===== src/rtl/whack_pkg.sv =====
// rtl/whack_pkg.sv - shared constants, state encoding and hole origin table
package whack_pkg;

  localparam int NUM_HOLES = 6;
  localparam int COLOUR_W  = 12;

  typedef logic [1:0] state_t;

  localparam state_t ST_IDLE  = 2'd0;
  localparam state_t ST_SWEEP = 2'd1;
  localparam state_t ST_DRAIN = 2'd2;
  localparam state_t ST_DONE  = 2'd3;

  // Holes are laid out row-major, three per row.
  function automatic logic [7:0] hole_x(input logic [2:0] hole);
    case (hole)
      3'd0, 3'd3: hole_x = 8'd24;
      3'd1, 3'd4: hole_x = 8'd72;
      3'd2, 3'd5: hole_x = 8'd120;
      default:    hole_x = 8'd0;
    endcase
  endfunction

  function automatic logic [6:0] hole_y(input logic [2:0] hole);
    hole_y = (hole < 3'd3) ? 7'd40 : 7'd84;
  endfunction

endpackage


===== src/rtl/mole_px_delay.sv =====
// rtl/mole_px_delay.sv - fixed-depth shift register aligning pixel tags with ROM data
module mole_px_delay #(
  parameter int DEPTH = 1,
  parameter int W     = 16
) (
  input  logic         iClock,
  input  logic         iResetn,
  input  logic [W-1:0] iData,
  output logic [W-1:0] oData
);

  logic [W-1:0] stage_q [DEPTH];

  always_ff @(posedge iClock or negedge iResetn) begin
    if (!iResetn) begin
      for (int i = 0; i < DEPTH; i++) stage_q[i] <= '0;
    end else begin
      stage_q[0] <= iData;
      for (int i = 1; i < DEPTH; i++) stage_q[i] <= stage_q[i-1];
    end
  end

  assign oData = stage_q[DEPTH-1];

endmodule


===== src/rtl/mole_sprite_drawer.sv =====
// rtl/mole_sprite_drawer.sv - sweeps one sprite tile at a hole, drawing ROM pixels or erasing to background
module mole_sprite_drawer
  import whack_pkg::*;
#(
  parameter int                   SPRITE_W    = 16,
  parameter int                   SPRITE_H    = 16,
  parameter int                   ROM_LAT     = 1,
  parameter logic [COLOUR_W-1:0]  TRANSPARENT = 12'hF0F,
  parameter logic [COLOUR_W-1:0]  BG_COLOUR   = 12'h4A2
) (
  input  logic                                    iClock,
  input  logic                                    iResetn,
  input  logic                                    iStart,
  input  logic [2:0]                              iHole,
  input  logic                                    iErase,
  output logic [$clog2(SPRITE_W*SPRITE_H)-1:0]    oRomAddr,
  input  logic [COLOUR_W-1:0]                     iRomData,
  output logic [7:0]                              oX,
  output logic [6:0]                              oY,
  output logic [COLOUR_W-1:0]                     oColour,
  output logic                                    oPlot,
  output logic                                    oBusy,
  output logic                                    oDone
);

  localparam int         CX_W       = $clog2(SPRITE_W);
  localparam int         CY_W       = $clog2(SPRITE_H);
  localparam int         TAG_W      = 1 + 8 + 7;
  localparam logic [2:0] LAST_HOLE  = 3'(NUM_HOLES - 1);
  localparam logic [1:0] DRAIN_LAST = 2'(ROM_LAT);

  state_t            state_q, state_d;
  logic [CX_W-1:0]   cx_q, cx_d;
  logic [CY_W-1:0]   cy_q, cy_d;
  logic [7:0]        x0_q, x0_d;
  logic [6:0]        y0_q, y0_d;
  logic              erase_q, erase_d;
  logic [1:0]        drain_q, drain_d;

  logic [TAG_W-1:0]  tag_in, tag_out;
  logic              tag_valid;
  logic [7:0]        tag_x;
  logic [6:0]        tag_y;

  always_comb begin
    state_d = state_q;
    cx_d    = cx_q;
    cy_d    = cy_q;
    x0_d    = x0_q;
    y0_d    = y0_q;
    erase_d = erase_q;
    drain_d = drain_q;
    case (state_q)
      ST_IDLE: begin
        if (iStart) begin
          if (iHole <= LAST_HOLE) begin
            x0_d    = hole_x(iHole);
            y0_d    = hole_y(iHole);
            erase_d = iErase;
            cx_d    = '0;
            cy_d    = '0;
            state_d = ST_SWEEP;
          end else begin
            state_d = ST_DONE;
          end
        end
      end
      ST_SWEEP: begin
        cx_d = cx_q + CX_W'(1);
        if (cx_q == '1) begin
          cy_d = cy_q + CY_W'(1);
          if (cy_q == '1) begin
            drain_d = '0;
            state_d = ST_DRAIN;
          end
        end
      end
      // One extra cycle beyond the ROM latency lets the last pixel leave the output register.
      ST_DRAIN: begin
        drain_d = drain_q + 2'd1;
        if (drain_q == DRAIN_LAST) state_d = ST_DONE;
      end
      ST_DONE:  state_d = ST_IDLE;
      default:  state_d = ST_IDLE;
    endcase
  end

  always_ff @(posedge iClock or negedge iResetn) begin
    if (!iResetn) begin
      state_q <= ST_IDLE;
      cx_q    <= '0;
      cy_q    <= '0;
      x0_q    <= '0;
      y0_q    <= '0;
      erase_q <= 1'b0;
      drain_q <= '0;
    end else begin
      state_q <= state_d;
      cx_q    <= cx_d;
      cy_q    <= cy_d;
      x0_q    <= x0_d;
      y0_q    <= y0_d;
      erase_q <= erase_d;
      drain_q <= drain_d;
    end
  end

  assign oRomAddr = {cy_q, cx_q};
  assign tag_in   = {(state_q == ST_SWEEP), x0_q + 8'(cx_q), y0_q + 7'(cy_q)};

  mole_px_delay #(
    .DEPTH (ROM_LAT),
    .W     (TAG_W)
  ) u_delay (
    .iClock  (iClock),
    .iResetn (iResetn),
    .iData   (tag_in),
    .oData   (tag_out)
  );

  assign {tag_valid, tag_x, tag_y} = tag_out;

  always_ff @(posedge iClock or negedge iResetn) begin
    if (!iResetn) begin
      oX      <= '0;
      oY      <= '0;
      oColour <= '0;
      oPlot   <= 1'b0;
    end else if (tag_valid) begin
      oX      <= tag_x;
      oY      <= tag_y;
      oColour <= erase_q ? BG_COLOUR : iRomData;
      oPlot   <= erase_q | (iRomData != TRANSPARENT);
    end else begin
      oPlot   <= 1'b0;
    end
  end

  assign oBusy = (state_q != ST_IDLE);
  assign oDone = (state_q == ST_DONE);

endmodule


===== config.mk =====
export PLATFORM = sky130hd
export DESIGN_NAME = mole_sprite_drawer
export DESIGN_NICKNAME = d
export VERILOG_FILES = /design/src/rtl/whack_pkg.sv /design/src/rtl/mole_px_delay.sv /design/src/rtl/mole_sprite_drawer.sv
export SDC_FILE = /design/constraint.sdc
export NUM_CORES = 1
export LEC_CHECK = 0
export CORE_MARGIN = 3
export CORE_UTILIZATION = 43
export DETAILED_ROUTE_END_ITERATION = 7
export PLACE_DENSITY = 0.69
export SLEW_MARGIN = 15
export SYNTH_ARGS = -nofsm -noshare
export SYNTH_HDL_FRONTEND = slang
export SYNTH_SLANG_ARGS = --single-unit
export TNS_END_PERCENT = 5

===== constraint.sdc =====
create_clock -name iClock -period 3.1 [get_ports iClock]
set_input_delay 0.31 -clock iClock [delete_from_list [all_inputs] [get_ports iClock]]
set_output_delay 0.31 -clock iClock [all_outputs]
set_load 0.005 [all_outputs]

==> results of run 1 <==
==> cell type report <==
cell class                 count  area, um^2  share of cell area (%)
timing repair buffer          60       588.1                   16.54
sequential                    63        1577                   44.33
multi-input combinational    135        1028                   28.92
tap                           75       93.84                   2.639
clock buffer                  10       137.6                   3.871
clock inverter                 6       60.06                   1.689
inverter                      19       71.32                   2.006
==> routing by layer <==
layer  GRT usage (%)  wire, um  vias to the layer above
met2           21.86      2235                       42
li1                -         -                      907
met4           6.475        42                        0
met3           4.611       283                        4
met5               0         0                        -
met1           19.43      2357                      862
==> cell usage after synthesis (all sizes together) (3+ instances only) <==
master / count
and3: 3
ha: 11
nand2: 13
nor2: 13
nand2b: 5
clkbuf: 4
a21oi: 8
o21ai: 16
nand3b: 7
nand3: 7
xnor2: 4
dfrtp: 63
buf: 8
mux2: 19
inv: 19
==> cell families after synthesis <==
family | synth area share [%]
AO/OA/AOI/OAI | 10.15
AND/OR/NAND/NOR | 11.33
XOR/XNOR | 1.912
buffers and inverters | 5.234
multiplexers | 8.284
flip-flops | 57.35
adder cells (fa/ha/maj) | 5.735
==> timing repair <==
item | CTS | global route
endpoints found under the setup margin | 0 | 0
hold buffers | 1 | 0
endpoints found under the hold margin | 24 | 0
==> power by group through the flow <==
stage | clock (uW) | sequential (uW) | combinational, uW
global placement | 0 | 849 | 77.3
detailed placement | 0 | 849 | 77.9
global route | 753 | 834 | 86.2
CTS | 719 | 834 | 79.3
floorplan | 0 | 850 | 13.6
finish | 697 | 834 | 76.9
==> worst max-delay path: stages, from the launching register on <==
cell and delay (ps):
dfrtp_1 380, inv_1 90, ha_1 290, inv_1 170, clkdlybuf4s50_1 530
==> cell usage in the layout, fill, tap and decap left out, types with 7 or more instances in the layout <==
cell and count:
clkbuf_8 10, o21ai_0 11, ha_1 11, clkdlybuf4s50_1 55, mux2_2 17, nand3b_1 7, nor2_1 13, dfrtp_1 63
nand2_1 12, a21oi_1 7, inv_1 19
==> through the flow <==
step                      total power, uW  util [%]  instances  instance area (um^2)
final                                1608     58.67        368                  3556
after global routing                 1673     58.67        368                  3556
after global placement              926.4     55.24        351                  3348
after floorplan                     863.9         -        229                  2749
after detailed placement            927.1     55.24        351                  3348
after CTS                            1632     58.67        368                  3556
==> state kept, by name, indices dropped and copies added, names as in the netlist <==
| name | cells |
|---|---|
| cy_q | 4 |
| oPlot | 1 |
| u_delay.oData | 16 |
| erase_q | 1 |
| oX | 8 |
| oY | 7 |
| state_q | 2 |
| x0_q | 4 |
| y0_q | 2 |
| drain_q | 2 |
| oColour | 12 |
| cx_q | 4 |
==> how the worst max path moves through the flow <==
stage / startpoint / to / slack, ps / cells after the start
final: state_q[0] / oBusy / 990 / 4
after global routing: state_q[0] / oBusy / 880 / 4
after CTS: state_q[0] / oBusy / 1000 / 4
after detailed placement: state_q[1] / cy_q[3] / 1240 / 7
after global placement: state_q[1] / cy_q[3] / 1310 / 7
after floorplan: state_q[1] / cy_q[3] / 1570 / 8
==> metrics.md, run 1 <==
| Metric | Value |
|---|---|
| Row cnt | 28 |
| R2R depth | 7 |
| Hold EP | u_delay.oData[8] |
| Die Area | 0.007388 mm^2 |
| RSZ-0062 raised after global routing | no |
| Period utilization | 67.95% |
| Number of global-route vias before repair | 1812 |
| P&R area growth vs syn | 29.36% |
| Mean routed wirelength per cell | 13.37 um |
| Async set or reset register ratio after synthesis | 100.0% |
| Fin Hold WS | 466.4 ps |
| Slew Limit Headroom | 42.09% |
| Wire length of the first global-routing pass | 8.404 mm |
| Largest cells by area after synthesis | dfrtp_1 (57%), mux2_2 (7.0%), ha_1 (5.0%) |
| Clock latency on the worst-skew pair | 330 ps |
| Grt total ovfl | 0 |
| Fmax | 474.7 MHz |
| HP Start | cx_q[1] |
| Final-report max-slew violation count | 0 |
| Final WL | 4.919 mm |
| Hold Vio Cnt, Final | 0 |
| Worst R2R Setup Slack | 1220 ps |
| I/O Buffers | 56 |
| Number of max-cap violations | 0 |
| Final nets | 319 |
| Psw | 347.4 uW |
| Setup TNS | 0 ps |
| Post-synthesis cell type count | 48 |
| Cell Pwr Density | 452.2 mW/mm^2 |
| Number of CTS-inserted buffers | 9 |
| Initial DRC count | 59 |
| DP HPWL | 3.521 mm |
| Largest net degree at the start of global routing | 40 |
| Final setup fails | 0 |
| Worst-Margin Slew | 868.6 ps |
| Clock buffer depth | 2 |
| Antenna-violating nets left | 0 |
| H-tree levels | 3 |
| # fillers | 521 |
| Setup bufs post-CTS | 0 |
| Lkg Pwr | 0.001621 uW |
| Clk root buf | clkbuf_8 |
| Reg-to-Reg End | cy_q[3] |
| Combinational cell fraction of total power | 4.8% |
| EDFF count, synth | 0 |
| Core outline area | 0.006061 mm^2 |
| Flop pwr share | 51.9% |
| Initial antenna violation count | 0 |
| Synth Register Bits | 63 |
| DR vias | 1815 |
| Die Ht | 85.96 um |
| Clk pwr share | 43.4% |
| Tmin final | 2106 ps |
| CTS sink cnt | 63 |
| Sequential area share after synthesis | 57.35% |
| Net Sw Frac | 21.61% |
| Critical Path Start Type | register |
| Routability cong. | 0.7727 |
| CP required | 2790 ps |
| Power Internal | 1261 uW |
| CTS clk-pin slew, worst paths | 70 ps |
| Number of remaining DRC errors | 0 |
| Layout Skew | 6.367 ps |
| I/O pin total | 57 |
| Worst endpoint data arrival time | 1800 ps |
| Critical-path maximum fanout | 6 |
| Reg2reg start | state_q[1] |
| Vias per cell | 4.932 |
| Syn Inst Count | 229 |
| Mean Syn Cell Area | 12.00 um^2 |
| Ys Warns | 0 |
| Crit end category | output pin |
| Crit Path Category | reg -> out |
| Main flop type after synthesis | dfrtp_1 |
| Peak VDD IR | 0.0001848 V |
| Setup ws final | 993.6 ps |
| Syn nets | 260 |
| Top cell type's share of synthesized area | 57.35% |
| Mapped Area | 0.002749 mm^2 |
| Antenna Cells | 0 |
| DIE WIDTH | 85.96 um |
| Gr usage total | 14.59% |
| Yosys top cell by area | dfrtp_1 |
| Hold path cells | 0 |
| HP Class | reg -> reg |
| Initial Util | 45.36% |
| CTS resizes | 0 |
| Outcome | completed |
| CTS tree | done |
| Ratio of cells with drive above 1 in the final layout | 15.70% |
| 1st-pass router iterations | 4 |
| DP Worst Slack | 1243 ps |
Power figures use the tool's default switching activity.
==> run 2, diff against run 1 <==
--- a/config.mk
+++ b/config.mk
@@ -8,7 +8,7 @@
 export CORE_MARGIN = 3
 export CORE_UTILIZATION = 43
 export DETAILED_ROUTE_END_ITERATION = 7
-export PLACE_DENSITY = 0.69
+export PLACE_DENSITY = 0.72
 export SLEW_MARGIN = 15
 export SYNTH_ARGS = -nofsm -noshare
 export SYNTH_HDL_FRONTEND = slang
==> constraint.sdc (replaced) <==
create_clock -name iClock -period 1.84 [get_ports iClock]
set_input_delay 0.184 -clock iClock [delete_from_list [all_inputs] [get_ports iClock]]
set_output_delay 0.184 -clock iClock [all_outputs]
set_load 0.005 [all_outputs]
==> run 2 against run 1 <==
Effect of this change:
- via count up 5.0%
- final area up 3.1%
- worst setup slack worse by 920 ps
- register-to-register slack worse by 1100 ps
- clock power up 75%
- highest routed layer unchanged
==> metrics.md, run 2 (synthesis gave the netlist of run 1 again) <==
| Metric | Value |
|---|---|
| FF/Latch Area | 0.001577 mm^2 (unchanged) |
| Clock latency on the worst-skew pair | 330 ps (about the same) |
| Layout Skew | 7.030 ps (+0.6629 ps) |
| Antenna Cells | 0 (unchanged) |
| Setup TNS | 0 ps (unchanged) |
| Grt total ovfl | 0 (unchanged) |
| Wire length of the first global-routing pass | 9.156 mm (+8.9%) |
| Multi-input logic area | 0.001041 mm^2 (+1.2%) |
| CTS tree | done |
| Placed inst area | 0.003421 mm^2 (+2.2%) |
| Critical-path maximum fanout | 6 (unchanged) |
| Initial DRC count | 42 (-29%) |
| Reg2reg start | state_q[0] |
| Die Ht | 85.96 um (unchanged) |
| Commonest cells after routing, fill and taps aside | dfrtp_1 (63), clkdlybuf4s50_1 (55), inv_1 (17), mux2_2 (17), nor2_1 (13) |
| Power Internal | 2211 uW (+75%) |
| Worst R2R Setup Slack | 160 ps (-1060 ps) |
| Number of max-cap violations | 0 (unchanged) |
| CP required | 1660 ps (-1130 ps) |
| DR vias | 1906 (+5.0%) |
| Core Util, Final | 60.51% (+1.8 points) |
| Antenna-violating nets left | 0 (unchanged) |
| Peak VDD IR | 0.0004534 V (+150%) |
| Routability cong. | 0.8293 (+7.3%) |
| Lkg Pwr | 0.001683 uW (+3.9%) |
| Finished Layout Cells | 378 (+2.7%) |
| Vias per cell | 5.042 (+2.2%) |
| CTS clk-pin slew, worst paths | 70 ps (about the same) |
| Number of remaining DRC errors | 0 (unchanged) |
| Number of CTS-inserted buffers | 9 (unchanged) |
| Slew Limit Headroom | 51.46% (+9.4 points) |
| I/O Buffers | 56 (unchanged) |
| Period utilization | 95.86% |
| Combinational cell fraction of total power | 5.1% (+0.3 points) |
| Placed insts | 359 (+2.3%) |
| Initial Util | 45.36% (unchanged) |
| HP Class | in -> async |
| Clock buffer depth | 2 (unchanged) |
| CTS sink cnt | 63 (unchanged) |
| Final-report max-slew violation count | 0 (unchanged) |
| Mean routed wirelength per cell | 14.12 um (+5.6%) |
| Number of global-route vias before repair | 1906 (+5.2%) |
| Outcome | completed |
| H-tree levels | 3 (unchanged) |
| Fmax | 567.0 MHz |
| Row cnt | 28 (unchanged) |
| Max reg flops | 16 (unchanged) |
| Core outline area | 0.006061 mm^2 (unchanged) |
| Final setup fails | 0 (unchanged) |
| Hold Vio Cnt, Final | 0 (unchanged) |
| 1st-pass router iterations | 4 (unchanged) |
| I/O pin total | 57 (unchanged) |
| Crit end category | output pin |
| Final Cell Area | 0.003667 mm^2 (+3.1%) |
| P&R area growth vs syn | 33.41% |
| Reg-to-Reg End | cx_q[2] |
| Final nets | 329 (+3.1%) |
| Flop pwr share | 50.7% (-1.2 points) |
| Clk pwr share | 44.2% (+0.8 points) |
| Worst-Margin Slew | 728.1 ps (-140.5 ps) |
| # fillers | 502 (-3.6%) |
| Initial antenna violation count | 0 (unchanged) |
| Gr usage total | 16.06% (+1.5 points) |
| Die Area | 0.007388 mm^2 (unchanged) |
| Tmin final | 1764 ps |
| R2R depth | 7 (unchanged) |
| DIE WIDTH | 85.96 um (unchanged) |
| Clk root buf | clkbuf_8 |
| Largest net degree at the start of global routing | 40 (unchanged) |
| Fin Hold WS | 452.7 ps (-13.67 ps) |
| Final WL | 5.336 mm (+8.5%) |
| Net Sw Frac | 20.19% (-1.4 points) |
| Most common cell after layout, fill and taps aside | dfrtp_1 |
| Crit Path Category | reg -> out |
| Psw | 559.1 uW (+61%) |
| DP HPWL | 3.792 mm (+7.7%) |
| Worst endpoint data arrival time | 1580 ps (-220 ps) |
| Critical Path Start Type | register |
| RSZ-0062 raised after global routing | no |
| Ratio of cells with drive above 1 in the final layout | 19.14% (+3.4 points) |
| Cell Pwr Density | 755.3 mW/mm^2 (+67%) |
-- run 2: cell type report --
class,count,area share [%]
Clock buffer,13,4.606
Clock inverter,3,1.092
Inverter,19,1.945
Multi-Input combinational cell,135,28.39
Sequential cell,63,42.99
Tap cell,75,2.559
Timing Repair Buffer,70,18.42
-- run 2: metrics by stage --
stage	power (uW)	setup WS [ps]
2_1_floorplan	1455	307.5
3_3_place_gp	1571	248.4
3_5_place_dp	1574	170.2
4_1_cts	2820	23.68
5_1_grt	2898	5.980
6_report	2770	76.21
-- run 2: worst max path at each step --
stage	startpoint	to	slack, ps	depth (start not counted)
after global routing	state_q[1]	oBusy	6	4
after CTS	state_q[0]	oBusy	20	4
after global placement	cx_q[0]	state_q[1]	250	5
final	state_q[1]	oBusy	80	4
after detailed placement	state_q[0]	cx_q[2]	170	7
after floorplan	state_q[1]	cy_q[3]	310	8
-- run 2: power by group through the flow --
stage               clock network [uW]  logic (uW)  registers, uW
global placement                     0         141           1430
floorplan                            0        22.9           1430
finish                            1220         141           1410
CTS                               1270         145           1400
global route                      1340         157           1410
detailed placement                   0         143           1430
-- run 2: what timing repair did --
item,4_1_cts,5_1_grt
setup buffers,2,0
setup endpoints to repair,1,1
resized for setup,2,2
endpoints found under the hold margin,29,0
hold buffers,1,0
-- run 2: per-layer routing --
layer | wire (um) | vias up | track usage (%)
met3 | 321 | 4 | 4.611
li1 | - | 919 | -
met5 | 0 | - | 0
met2 | 2595 | 53 | 25.72
met4 | 47 | 0 | 6.475
met1 | 2372 | 930 | 20.47
-- run 2: worst max-delay path: stages, from the launching register on --
cell	delay (ps)
dfrtp_1	360
inv_1	90
ha_4	200
inv_2	90
clkdlybuf4s50_1	510
